## config.mk

```make
export PLATFORM = sky130hd
export DESIGN_NAME = mem_arbiter
export DESIGN_NICKNAME = d
export VERILOG_FILES = /design/src/rtl/cpu_pkg.sv /design/src/rtl/arb_starve_cnt.sv /design/src/rtl/mem_arbiter.sv
export SDC_FILE = /design/constraint.sdc
export NUM_CORES = 1
export LEC_CHECK = 0
export ABC_AREA = 0
export BUFFER_PORTS_ARGS = -buffer_cell sky130_fd_sc_hd__buf_2
export CAP_MARGIN = 20
export CORE_AREA = 2 2 84 86
export CTS_CLUSTER_SIZE = 16
export DETAILED_ROUTE_END_ITERATION = 10
export DIE_AREA = 0 0 86 88
export MAX_ROUTING_LAYER = met4
export PLACE_DENSITY_LB_ADDON = 0.2
export SLEW_MARGIN = 5
export SYNTH_ARGS = -nofsm -noshare
export SYNTH_HDL_FRONTEND = slang
export SYNTH_SLANG_ARGS = --single-unit
export TNS_END_PERCENT = 30
```

## constraint.sdc

```tcl
create_clock -name clk -period 2.2 [get_ports clk]
set_clock_uncertainty 0.2 [all_clocks]
set_input_delay 0.44 -clock clk [delete_from_list [all_inputs] [get_ports clk]]
set_output_delay 0.44 -clock clk [all_outputs]
set_load 0.03 [all_outputs]
```

## src/rtl/cpu_pkg.sv

```systemverilog
// Shared CPU constants: bus width defaults, opcode classes
// and the memory arbiter state encoding.
package cpu_pkg;

  localparam int ADDR_W_DFLT = 11;
  localparam int DATA_W_DFLT = 32;

  localparam logic [2:0] LOAD   = 3'd0;
  localparam logic [2:0] STORE  = 3'd1;
  localparam logic [2:0] ALU    = 3'd2;
  localparam logic [2:0] BRANCH = 3'd3;
  localparam logic [2:0] JUMP   = 3'd4;
  localparam logic [2:0] NOOP   = 3'd5;

  localparam logic [1:0] S_IDLE  = 2'd0;
  localparam logic [1:0] S_IF_RD = 2'd1;
  localparam logic [1:0] S_DM_RD = 2'd2;
  localparam logic [1:0] S_DM_WR = 2'd3;

endpackage

```

## src/rtl/arb_starve_cnt.sv

```systemverilog
// Counts consecutive fetch denials; saturates at LIMIT
// so the arbiter can force fetch to win.
module arb_starve_cnt
  import cpu_pkg::*;
#(
  parameter int LIMIT = 4
) (
  input  logic clk,
  input  logic reset,
  input  logic inc,
  input  logic clr,
  output logic at_limit
);

  localparam logic [3:0] LIM = 4'(LIMIT);

  logic [3:0] cnt;

  always_ff @(posedge clk) begin
    if (reset || clr)
      cnt <= '0;
    else if (inc && (cnt < LIM))
      cnt <= cnt + 4'd1;
  end

  assign at_limit = (cnt == LIM);

endmodule

```

## src/rtl/mem_arbiter.sv

```systemverilog
// Single-port memory arbiter between instruction fetch and
// the MEM stage; data side wins unless fetch is starving.
module mem_arbiter
  import cpu_pkg::*;
#(
  parameter int ADDR_W       = ADDR_W_DFLT,
  parameter int DATA_W       = DATA_W_DFLT,
  parameter int STARVE_LIMIT = 4
) (
  input  logic              clk,
  input  logic              reset,
  input  logic              if_req,
  input  logic [ADDR_W-1:0] if_adrs,
  output logic              if_gnt,
  output logic              if_rvalid,
  output logic [DATA_W-1:0] if_rdata,
  output logic              stall_fetch,
  input  logic              dm_req,
  input  logic              dm_we,
  input  logic [ADDR_W-1:0] dm_adrs,
  input  logic [DATA_W-1:0] dm_wdata,
  output logic              dm_gnt,
  output logic              dm_rvalid,
  output logic [DATA_W-1:0] dm_rdata,
  output logic              read_mem,
  output logic              write_mem,
  output logic [ADDR_W-1:0] mem_radrs,
  output logic [ADDR_W-1:0] mem_wadrs,
  output logic [DATA_W-1:0] mem_wdata,
  input  logic [DATA_W-1:0] mem_rdata
);

  logic       at_limit;
  logic       dm_rd;
  logic       dm_wr;
  logic [1:0] state;
  logic [1:0] nxt;

  arb_starve_cnt #(
    .LIMIT(STARVE_LIMIT)
  ) u_starve (
    .clk     (clk),
    .reset   (reset),
    .inc     (dm_gnt & if_req),
    .clr     (if_gnt | ~if_req),
    .at_limit(at_limit)
  );

  assign if_gnt = ~reset & if_req
                & (~dm_req | at_limit);
  assign dm_gnt = ~reset & dm_req
                & (~if_req | ~at_limit);

  assign dm_rd = dm_gnt & ~dm_we;
  assign dm_wr = dm_gnt & dm_we;

  assign stall_fetch = ~reset & if_req & ~if_gnt;

  assign read_mem  = if_gnt | dm_rd;
  assign write_mem = dm_wr;

  always_comb begin
    mem_radrs = '0;
    mem_wadrs = '0;
    mem_wdata = '0;
    if (if_gnt)
      mem_radrs = if_adrs;
    else if (dm_rd)
      mem_radrs = dm_adrs;
    if (dm_wr) begin
      mem_wadrs = dm_adrs;
      mem_wdata = dm_wdata;
    end
  end

  always_comb begin
    nxt = S_IDLE;
    unique case (1'b1)
      if_gnt:  nxt = S_IF_RD;
      dm_rd:   nxt = S_DM_RD;
      dm_wr:   nxt = S_DM_WR;
      default: nxt = S_IDLE;
    endcase
  end

  always_ff @(posedge clk) begin
    if (reset)
      state <= S_IDLE;
    else
      state <= nxt;
  end

  // Gate with reset so a read issued just before reset is dropped.
  assign if_rvalid = ~reset & (state == S_IF_RD);
  assign dm_rvalid = ~reset & (state == S_DM_RD);
  assign if_rdata  = if_rvalid ? mem_rdata : '0;
  assign dm_rdata  = dm_rvalid ? mem_rdata : '0;

endmodule

```

==> summary.txt, run 1 <==
Floorplanning
  – Row count: 30
  – Initial Util: 18.5%
  – Die Wd: between 80 and 90 um
  – IO Pins: approximately 220
  – Die area: ~7600 um^2
  – Core area: 6640 um^2
  – Die Ht: 88 um

Yosys
  – Synth Area in Simple Gates: about 65%
  – Largest family of logic cells by synthesized area: simple AND/OR/NAND/NOR gates
  – Synth Area in XOR/XNOR: 0.714%
  – Mux contribution to synthesized area: 0%
  – Synthesis-stage register bit count: 6
  – Area share of the largest cell type after synthesis: about 33%
  – Adder-cell share of the synthesized area: under 10%
  – Syn_area_per_cell: between 7 and 8 um^2
  – Syn Nets: between 200 and 300
  – Ranking of synthesized cells by area: and2_1 (33%), and3_1 (22%), dfxtp_1 (9.8%)
  – Unique masters post-synth: 27
  – Mapped cell area: 1230 um^2
  – Yosys warning total: 0
  – Compound-Gate Fraction of Synth Area: around an eighth
  – Sequential area share after synthesis: about a tenth
  – Area leader, netlist: and2_1
  – Syn Inst Count: around 170

Min path
  – Hold path cells: 2
  – Worst hold path class: primary input to flip-flop

Final layout
  – Design area: approximately 3000 um^2
  – Seq. cell area: ~120 um^2
  – Area delta synth->final: 139%
  – Nets: just under 500
  – # diodes: 0
  – Layout cells sized above 1: approximately two thirds
  – Fill count: approximately 680
  – Area of the multi-input gates: ~1000 um^2

STA
  – Period Utilization, post-route: 103%
  – Final worst slack: -59.4 ps
  – Max Freq: around 440 MHz
  – Slew headroom: around 78%
  – Max-slew violations: 0
  – Hold Fails Final Rpt: 0
  – Endpoints failing setup: 53
  – RSZ-0062 raised after global routing: yes
  – Slew of the pin with the lowest slew margin: 336 ps
  – Min cycle time layout: 2260 ps

Worst setup path
  – CP Cell Sequence: inv_2 > ha_4 > and4b_4 > nor3_4 > buf_2 > a22o_1 > buf_6
  – Slowest stage delay, CP: approximately 330 ps
  – Worst Reg2Reg Path Length in Cells: 6
  – Slowest-stage cell, CP: dfxtp_2
  – Critical path startpoint category: flip-flop
  – Critical Path AT: around 1600 ps
  – WP data required: ~1600 ps
  – Setup CP Type: flip-flop to output port
  – Kind of end point of the critical path: output port
  – CP max FO: 4

Global routing
  – Largest net degree at the start of global routing: 44
  – First-pass GRT wire length: between 8000 and 9000 um
  – Initial antenna violation count: 0
  – All-layer global routing usage: 13.7%
  – Grt ovf: 0
  – Number of global-route vias before repair: approximately 1800

Clock network
  – Root Buffer: clkbuf_8
  – Cts hold-fix bufs: 0
  – H-tree Lvls: 1
  – Clk buf depth: 2
  – Clk sinks: 6
  – Clock tree from TritonCTS: done
  – Clk slew on worst S/H paths: approximately 40 ps
  – Clock Latency Late Sink: between 200 and 250 ps
  – TritonCTS Buffers: 3

Detailed routing
  – Drc violations: 0
  – Drt wl/cell: 12.9 um
  – Final wirelength: around 6000 um
  – Average vias per placed instance: 4.41
  – DRT Pass-1 Iters: 4
  – Vias: 2067
  – Antenna Nets Post-Route: 0
  – DRT iter0 DRCs: 43

Run status
  – Failing checks: negative setup slack
  – Run status: complete, but fails checks

Power and ir drop
  – Pwr Total: about 0.75 mW
  – Pwr Density: between 200 and 300 nW/um^2
  – Peak supply drop: between 0.2 and 0.25 mV
  – Pleak: 1.81 nW

Job
  – Max-Cap Viols: 0

Place
  – HPWL Detailed: 4490 um
  – RePlAce Congestion: about 0.75
  – Port bufs: approximately 220
  – Dpl cell area: between 2000 and 2500 um^2
## layer usage
metal  up-vias  share of wire, %  GRT usage [%]
met5         -                 0              -
met4         0              0.20           1.73
met3         4                10           2.64
met2       129                55           27.7
met1       914                34           13.8
li1       1020                 -              -
## repair_timing
item / CTS / global route
setup buffers: 2 / 0
cloned: 2 / 2
setup endpoints to repair: 56 / 56
pin swaps: 3 / 14
resized for setup: 117 / 15
## registers in the layout, summed over array words and instances (netlist names)
name          count
u_starve.cnt      4
state             2
## worst paths after layout
kind         slack, ps         endpoint       startpoint
min                330         state[0]            dm_we
min reg2reg        330  u_starve.cnt[3]  u_starve.cnt[3]
max                -60     mem_radrs[0]  u_starve.cnt[1]
max reg2reg        690         state[0]  u_starve.cnt[1]
## final cells by class
| cell class | instances | share of cell area [%] |
|---|---|---|
| Timing Repair Buffer | 231 | 54.8 |
| Multi-Input combinational cell | 144 | 35.6 |
| Sequential cell | 6 | 4.18 |
| Tap cell | 80 | 3.41 |
| Clock buffer | 3 | 1.41 |
| Inverter | 5 | 0.639 |
## placed cells by master (no fill, tap or decap), drive strengths merged, types with 2 or more instances in the layout
cell type and instances:
a21oi 3, a22o 11, and2 65, and3 43
buf 228, clkbuf 6, dfxtp 6, ha 2
inv 5, nand2b 3, nor2 6, nor3b 2
## synthesized netlist by cell type (all sizes together)
cell type / n
a21o: 1
a21oi: 3
a22o: 11
a311o: 1
a31oi: 1
and2: 65
and3: 43
and4b: 1
buf: 9
clkbuf: 8
dfxtp: 6
ha: 2
inv: 5
nand2: 1
nand2b: 3
nand4b: 1
nor2: 6
nor3: 1
nor3b: 2
o21ai: 1
xnor2: 1
## where the power goes
group	internal, mW	leakage (nW)	total [mW]	switching [mW]
clock network	0.117	0.0216	0.162	0.0444
logic	0.211	1.74	0.473	0.262
registers	0.113	0.0499	0.115	0.00198
## stage by stage
stage | utilization [%] | setup TNS (ps) | setup slack, ps | hold WS, ps | std cells
2_1_floorplan | - | 0 | 79.4 | 270 | 172
3_3_place_gp | 36.0 | 0 | 68.6 | 282 | 460
3_5_place_dp | 36.0 | 0 | 35.8 | 303 | 460
4_1_cts | 42.8 | -1720 | -47.2 | 319 | 467
5_1_grt | 44.2 | -5830 | -140 | 342 | 469
6_report | 44.2 | -1700 | -59.4 | 331 | 469
## worst max-delay path, delay by kind of cell, from the launching register on
family,cells,cell delay [ps]
and+or+nand+nor,2,400
buffers and inverters,3,360
DFF,1,330
adders and majority gates,1,150
AOI/OAI and AO/OA,1,150
## logic make-up (layout without fill, tap and decap cells)
family                     Yosys count  after routing
and+or+nand+nor                    123            123
buffers and inverters               22            239
AOI/OAI and AO/OA                   18             18
DFF                                  6              6
adders and majority gates            2              2
xor gates and xnor gates             1              1
Power figures use the tool's default switching activity.
==> run 2: changes to the inputs <==
==> constraint.sdc (replaced) <==
create_clock -name clk -period 2.2 [get_ports clk]
set_clock_uncertainty 0.2 [all_clocks]
set_input_delay 0 -clock clk [delete_from_list [all_inputs] [get_ports clk]]
set_output_delay 0 -clock clk [all_outputs]
set_load 0.03 [all_outputs]
==> run 2 against run 1 <==
The flow now finishes without violations; first-iteration DRC count fell by 26%; combinational power fell by 17%; routed wire length fell by 11%; largest power group unchanged; sequential share of layout area rose by 0.82 points; clock power barely moved; fmax rose by 7.5%; sequential power barely moved; final cell count fell by 1.9%; global-route usage fell by 1.5 points; die area did not move; critical path depth fell by 1; total power fell by 11%.
==> summary.txt, run 2 (same netlist as run 1, synthesis figures left out) <==
Final layout
  – Area delta synth->final: 96.0% (was 139%)
  – Fill count: 705 (was 675)
  – Commonest non-fill, non-tap cells in the layout: buf_2 (215), and2_1 (65), and3_1 (43), a22o_1 (11), dfxtp_1 (6) (was buf_2 (160), and2_1 (64), buf_6 (57), and3_1 (34), a22o_1 (11))
  – Commonest non-fill, non-tap cell in the layout: buf_2 (unchanged)
  – # diodes: 0 (unchanged)
  – Nets: 475 (was 484)
  – Layout cells sized above 1: 60.5% (was 65.8%)
  – Max FFs per register: 4 (unchanged)
  – Largest Register: u_starve.cnt (unchanged)
  – Largest registers: u_starve.cnt x4, state x2 (unchanged)

STA
  – Endpoints failing setup: 0 (was 53)
  – Slew of the pin with the lowest slew margin: 609 ps (was 336 ps)
  – Max Freq: 476 MHz (was 443 MHz)
  – Min cycle time layout: 2100 ps (was 2260 ps)
  – Final TNS setup: 0 ps (was -1700 ps)
  – Period Utilization, post-route: 95.5% (was 103%)
  – WHS: 60.7 ps (was 331 ps)
  – RSZ-0062 raised after global routing: no (was yes)
  – Hold Fails Final Rpt: 0 (unchanged)
  – Max-slew violations: 0 (unchanged)
  – Slew headroom: 59.4% (was 77.6%)

Global routing
  – Grt ovf: 0 (unchanged)
  – Initial antenna violation count: 0 (unchanged)
  – First-pass GRT wire length: 7310 um (was 8260 um)
  – All-layer global routing usage: 12.2% (was 13.7%)
  – Largest net degree at the start of global routing: 48 (was 44)
  – Number of global-route vias before repair: 1691 (was 1832)

Clock network
  – H-tree Lvls: 1 (unchanged)
  – TritonCTS Buffers: 3 (unchanged)
  – Clock Latency Late Sink: 220 ps (about the same)
  – Clk slew on worst S/H paths: 40 ps (about the same)
  – Clk sinks: 6 (unchanged)
  – Root Buffer: clkbuf_8 (unchanged)
  – Post-CTS setup repair buffer count: 0 (was 2)
  – Clock tree from TritonCTS: done (unchanged)
  – Clk buf depth: 2 (unchanged)

Floorplanning
  – Die area: 7570 um^2 (unchanged)
  – Initial Util: 18.5% (unchanged)
  – IO Pins: 216 (unchanged)
  – Die Wd: 86 um (unchanged)
  – Die Ht: 88 um (unchanged)
  – Row count: 30 (unchanged)
  – Core area: 6640 um^2 (unchanged)

Power and ir drop
  – Peak supply drop: 0.185 mV (was 0.203 mV)
  – Pwr Density: 279 nW/um^2 (was 255 nW/um^2)
  – Pwr Total: 0.671 mW (was 0.750 mW)
  – Pleak: 1.70 nW (was 1.81 nW)

Worst setup path
  – Worst Reg2Reg Path Length in Cells: 5 (was 6)
  – WP data required: 2000 ps (was 1560 ps)
  – Slowest-stage cell, CP: nor2_4 (was dfxtp_2)
  – Slowest stage delay, CP: 370 ps (was 330 ps)
  – CP max FO: 23 (was 4)
  – Critical path startpoint category: flip-flop (unchanged)
  – Setup CP Type: flip-flop to output port (unchanged)
  – Critical Path AT: 1900 ps (was 1620 ps)
  – Flop-to-flop setup slack: 510 ps (was 690 ps)
  – RR Startpoint: u_starve.cnt[0] (was u_starve.cnt[1])
  – Kind of end point of the critical path: output port (unchanged)
  – R2R Path End: state[0] (unchanged)
  – CP Cell Sequence: inv_1 > ha_1 > and4b_4 > nor2_4 > and3_1 > buf_2 (was inv_2 > ha_4 > and4b_4 > nor3_4 > buf_2 > a22o_1 > buf_6)

Detailed routing
  – DRT iter0 DRCs: 32 (was 43)
  – Average vias per placed instance: 4.28 (was 4.41)
  – Vias: 1967 (was 2067)
  – Antenna Nets Post-Route: 0 (unchanged)
  – Final wirelength: 5380 um (was 6070 um)
  – Drc violations: 0 (unchanged)
  – Drt wl/cell: 11.7 um (was 12.9 um)
  – DRT Pass-1 Iters: 4 (unchanged)

Min path
  – Hold EP: u_starve.cnt[3] (was state[0])
  – HP Start: if_req (was dm_we)
  – Worst hold path class: primary input to flip-flop (unchanged)
  – Hold path cells: 4 (was 2)

Place
  – HPWL Detailed: 4430 um (was 4490 um)
  – Port bufs: 215 (unchanged)
  – RePlAce Congestion: 0.751 (was 0.755)

Job
  – Max-Cap Viols: 0 (unchanged)

Run status
  – Run status: completed (was complete, but fails checks)
==> run 2: power by group <==
group	internal (mW)	leakage (nW)	switching, mW
Clock	0.117	0.0216	0.0466
Sequential	0.113	0.0490	0.00210
Combinational	0.149	1.63	0.243
Total	0.380	1.70	0.292
==> run 2: per-layer routing <==
layer  GRT usage (%)  wire length (um)  vias to the layer above
li1                -                 -                      999
met1            11.0              1770                      841
met2            25.3              2970                      122
met3            2.73               606                        5
met4            3.32                38                        0
met5               -                 0                        -
==> run 2: timing repair <==
item | in CTS | in global routing
hold buffers | 2 | 0
endpoints found under the hold margin | 2 | 0
resized for setup | 0 | 1
setup endpoints to repair | 0 | 38
==> run 2: worst max-delay path by stage <==
stage / from / endpoint / slack (ps) / cells after the start
2_1_floorplan: u_starve.cnt[0] / mem_wdata[24] / 520 / 6
3_3_place_gp: u_starve.cnt[0] / mem_wadrs[10] / 330 / 6
3_5_place_dp: u_starve.cnt[0] / mem_wadrs[10] / 310 / 6
4_1_cts: u_starve.cnt[0] / mem_wadrs[10] / 70 / 6
5_1_grt: u_starve.cnt[0] / mem_wdata[0] / 20 / 6
6_report: u_starve.cnt[0] / mem_wadrs[0] / 100 / 6
==> run 2: stage by stage <==
step	setup WS (ps)	utilization (%)	cell area [um^2]	instances
floorplan	519	-	1230	172
global placement	330	35.0	2320	454
global route	18.2	36.2	2400	460
detailed placement	311	35.0	2320	454
CTS	66.6	35.9	2390	459
finish	99.1	36.2	2400	460
==> run 2: worst max-delay path, delay by kind of cell (launching register included) <==
kind	cells	cell delay [ps]
simple gates	3	830
fa+ha+maj	1	220
buf+inv	2	250
flops	1	360
==> run 2: layout make-up <==
class                      count  area, um^2  area share (%)
sequential                     6         120            5.00
clock buffer                   3        41.3            1.72
tap                           80         100            4.16
multi-input combinational    145         997            41.5
timing repair buffer         221        1130            46.9
inverter                       5        18.8           0.781
==> run 3: changes to the inputs <==
--- a/config.mk
+++ b/config.mk
@@ -14,6 +14,7 @@
 export DIE_AREA = 0 0 86 88
 export MAX_ROUTING_LAYER = met4
 export PLACE_DENSITY_LB_ADDON = 0.2
+export RECOVER_POWER = 50
 export SLEW_MARGIN = 5
 export SYNTH_ARGS = -nofsm -noshare
 export SYNTH_HDL_FRONTEND = slang
==> run 3 against run 2 <==
Clock power hardly changed; via count hardly changed; total power is 1.0% lower; clock-buffer cell count stayed put; worst hold slack stayed put; critical path depth stayed put; final cell count stayed put; register-to-register slack hardly changed; global-route usage stayed put; sequential power hardly changed; core utilization is 1.1 points lower; highest routed layer unchanged.
==> summary.txt, run 3 (same netlist as run 1, synthesis figures left out) <==
Power and ir drop
  – Pwr Density: 285 nW/um^2 (was 279 nW/um^2)
  – Pleak: 1.46 nW (was 1.70 nW)
  – Peak supply drop: 0.184 mV (was 0.185 mV)

Worst setup path
  – Kind of end point of the critical path: output port (unchanged)
  – CP max FO: 23 (unchanged)
  – Critical path startpoint category: flip-flop (unchanged)
  – CP Cell Sequence: inv_1 > ha_1 > and4b_4 > nor2_4 > and3_1 > buf_2 (unchanged)
  – WP data required: 2000 ps (about the same)
  – Setup CP Type: flip-flop to output port (unchanged)
  – Flop-to-flop setup slack: 510 ps (about the same)
  – Crit path to: mem_wadrs[0] (unchanged)
  – Worst path top cell family by delay: simple AND/OR/NAND/NOR gates (unchanged)
  – Critical Path Start: u_starve.cnt[0] (unchanged)
  – CP Buf/Inv Count: 2 (unchanged)
  – R2R Path End: state[0] (unchanged)
  – Number of cells on the critical path: 6 (unchanged)
  – Slowest-stage cell, CP: nor2_4 (unchanged)
  – Critical Path AT: 1900 ps (about the same)
  – RR Startpoint: u_starve.cnt[0] (unchanged)
  – Slowest stage delay, CP: 370 ps (about the same)
  – Worst Reg2Reg Path Length in Cells: 5 (unchanged)

STA
  – WHS: 60.7 ps (unchanged)
  – Endpoints failing setup: 0 (unchanged)
  – Min cycle time layout: 2100 ps (about the same)
  – Period Utilization, post-route: 95.5% (about the same)
  – Slew headroom: 59.4% (about the same)
  – Hold Fails Final Rpt: 0 (unchanged)
  – Final TNS setup: 0 ps (unchanged)
  – Slew of the pin with the lowest slew margin: 609 ps (about the same)
  – Max Freq: 476 MHz (about the same)
  – Max-slew violations: 0 (unchanged)
  – RSZ-0062 raised after global routing: no (unchanged)

Final layout
  – Seq. cell area: 120 um^2 (unchanged)
  – Nets: 475 (unchanged)
  – Max FFs per register: 4 (unchanged)
  – Area delta synth->final: 89.9% (was 96.0%)
  – Commonest non-fill, non-tap cells in the layout: buf_2 (159), and2_1 (64), clkbuf_1 (56), and3_1 (43), a22o_1 (11) (was buf_2 (215), and2_1 (65), and3_1 (43), a22o_1 (11), dfxtp_1 (6))
  – Area of the multi-input gates: 997 um^2 (unchanged)
  – Fin util: 35.0% (was 36.2%)
  – Fill count: 749 (was 705)
  – Commonest non-fill, non-tap cell in the layout: buf_2 (unchanged)
  – Largest Register: u_starve.cnt (unchanged)
  – Layout cells sized above 1: 45.8% (was 60.5%)
  – # diodes: 0 (unchanged)
  – Largest registers: u_starve.cnt x4, state x2 (unchanged)
  – Fin cells: 460 (unchanged)

Job
  – Max-Cap Viols: 0 (unchanged)

Detailed routing
  – DRT iter0 DRCs: 35 (was 32)
  – Vias: 1968 (was 1967)
  – Average vias per placed instance: 4.28 (about the same)
  – Drt wl/cell: 11.9 um (was 11.7 um)
  – DRT Pass-1 Iters: 4 (unchanged)
  – Antenna Nets Post-Route: 0 (unchanged)
  – Final wirelength: 5470 um (was 5380 um)
  – Drc violations: 0 (unchanged)

Clock network
  – Clk sinks: 6 (unchanged)
  – Post-CTS setup repair buffer count: 0 (unchanged)
  – TritonCTS Buffers: 3 (unchanged)
  – Clk slew on worst S/H paths: 40 ps (about the same)
  – Clock tree from TritonCTS: done (unchanged)
  – Clock Latency Late Sink: 220 ps (about the same)
  – Root Buffer: clkbuf_8 (unchanged)
  – H-tree Lvls: 1 (unchanged)
  – Clk buf depth: 2 (unchanged)

Run status
  – Run status: completed (unchanged)

Global routing
  – Number of global-route vias before repair: 1691 (unchanged)
  – Largest net degree at the start of global routing: 48 (unchanged)
  – Grt ovf: 0 (unchanged)
  – Initial antenna violation count: 0 (unchanged)
  – First-pass GRT wire length: 7310 um (unchanged)
  – All-layer global routing usage: 12.2% (unchanged)

Floorplanning
  – Die Wd: 86 um (unchanged)
  – Initial Util: 18.5% (unchanged)
  – Die Ht: 88 um (unchanged)
  – IO Pins: 216 (unchanged)
  – Die area: 7570 um^2 (unchanged)
  – Row count: 30 (unchanged)
  – Core area: 6640 um^2 (unchanged)

Min path
  – Worst hold path class: primary input to flip-flop (unchanged)

Place
  – Placed cells: 454 (unchanged)
  – HPWL Detailed: 4430 um (unchanged)
  – RePlAce Congestion: 0.751 (unchanged)
  – Port bufs: 215 (unchanged)
[run 3: changes by cell type in the layout (fill, tap and decap cells not counted), sizes merged]
| cell | change |
|---|---|
| buf | -58 |
| clkbuf | +58 |
[run 3: worst min-delay path by stage]
stage	endpoint	cells past startpoint	slack (ps)	startpoint
2_1_floorplan	read_mem	1	-90	reset
3_3_place_gp	state[1]	3	150	dm_req
3_5_place_dp	state[1]	3	140	dm_req
4_1_cts	state[1]	3	50	if_req
5_1_grt	u_starve.cnt[1]	4	110	if_req
6_report	u_starve.cnt[3]	4	60	if_req
[run 3: cell type report]
class / count / share of cell area (%)
multi-input combinational: 145 / 42.8
inverter: 5 / 0.806
sequential: 6 / 5.16
clock buffer: 3 / 1.77
timing repair buffer: 221 / 45.1
tap: 80 / 4.30
[run 3: through the flow]
stage          power, mW  cell area [um^2]  setup slack, ps
2_1_floorplan      0.352              1230              519
3_3_place_gp       0.502              2320              330
3_5_place_dp       0.504              2320              311
4_1_cts            0.677              2390             66.6
5_1_grt            0.708              2330             18.2
6_report           0.664              2330             99.1
[run 3: worst min-delay path, delay by kind of cell]
kind,cells,cell delay (ps)
compound gates,1,200
simple gates,1,60
buf+inv,2,170
[run 3: routing by layer]
metal	global-route usage (%)	part of all wire [%]	vias to the layer above	wire length, um
li1	-	-	1000	-
met1	11.0	33	841	1820
met2	25.3	54	122	2970
met3	2.73	11	5	627
met4	3.32	0.70	0	38
met5	-	0	-	0
[run 3: repair_timing]
item / CTS / global route
hold buffers: 2 / 0
endpoints found under the setup margin: 0 / 38
resized for setup: 0 / 1
hold endpoints to repair: 2 / 0
[run 3: power breakdown]
group	leakage [nW]	internal [mW]	total [mW]	switching, mW
Sequential	0.0490	0.113	0.115	0.00210
Clock	0.0216	0.117	0.164	0.0466
Combinational	1.39	0.141	0.385	0.244
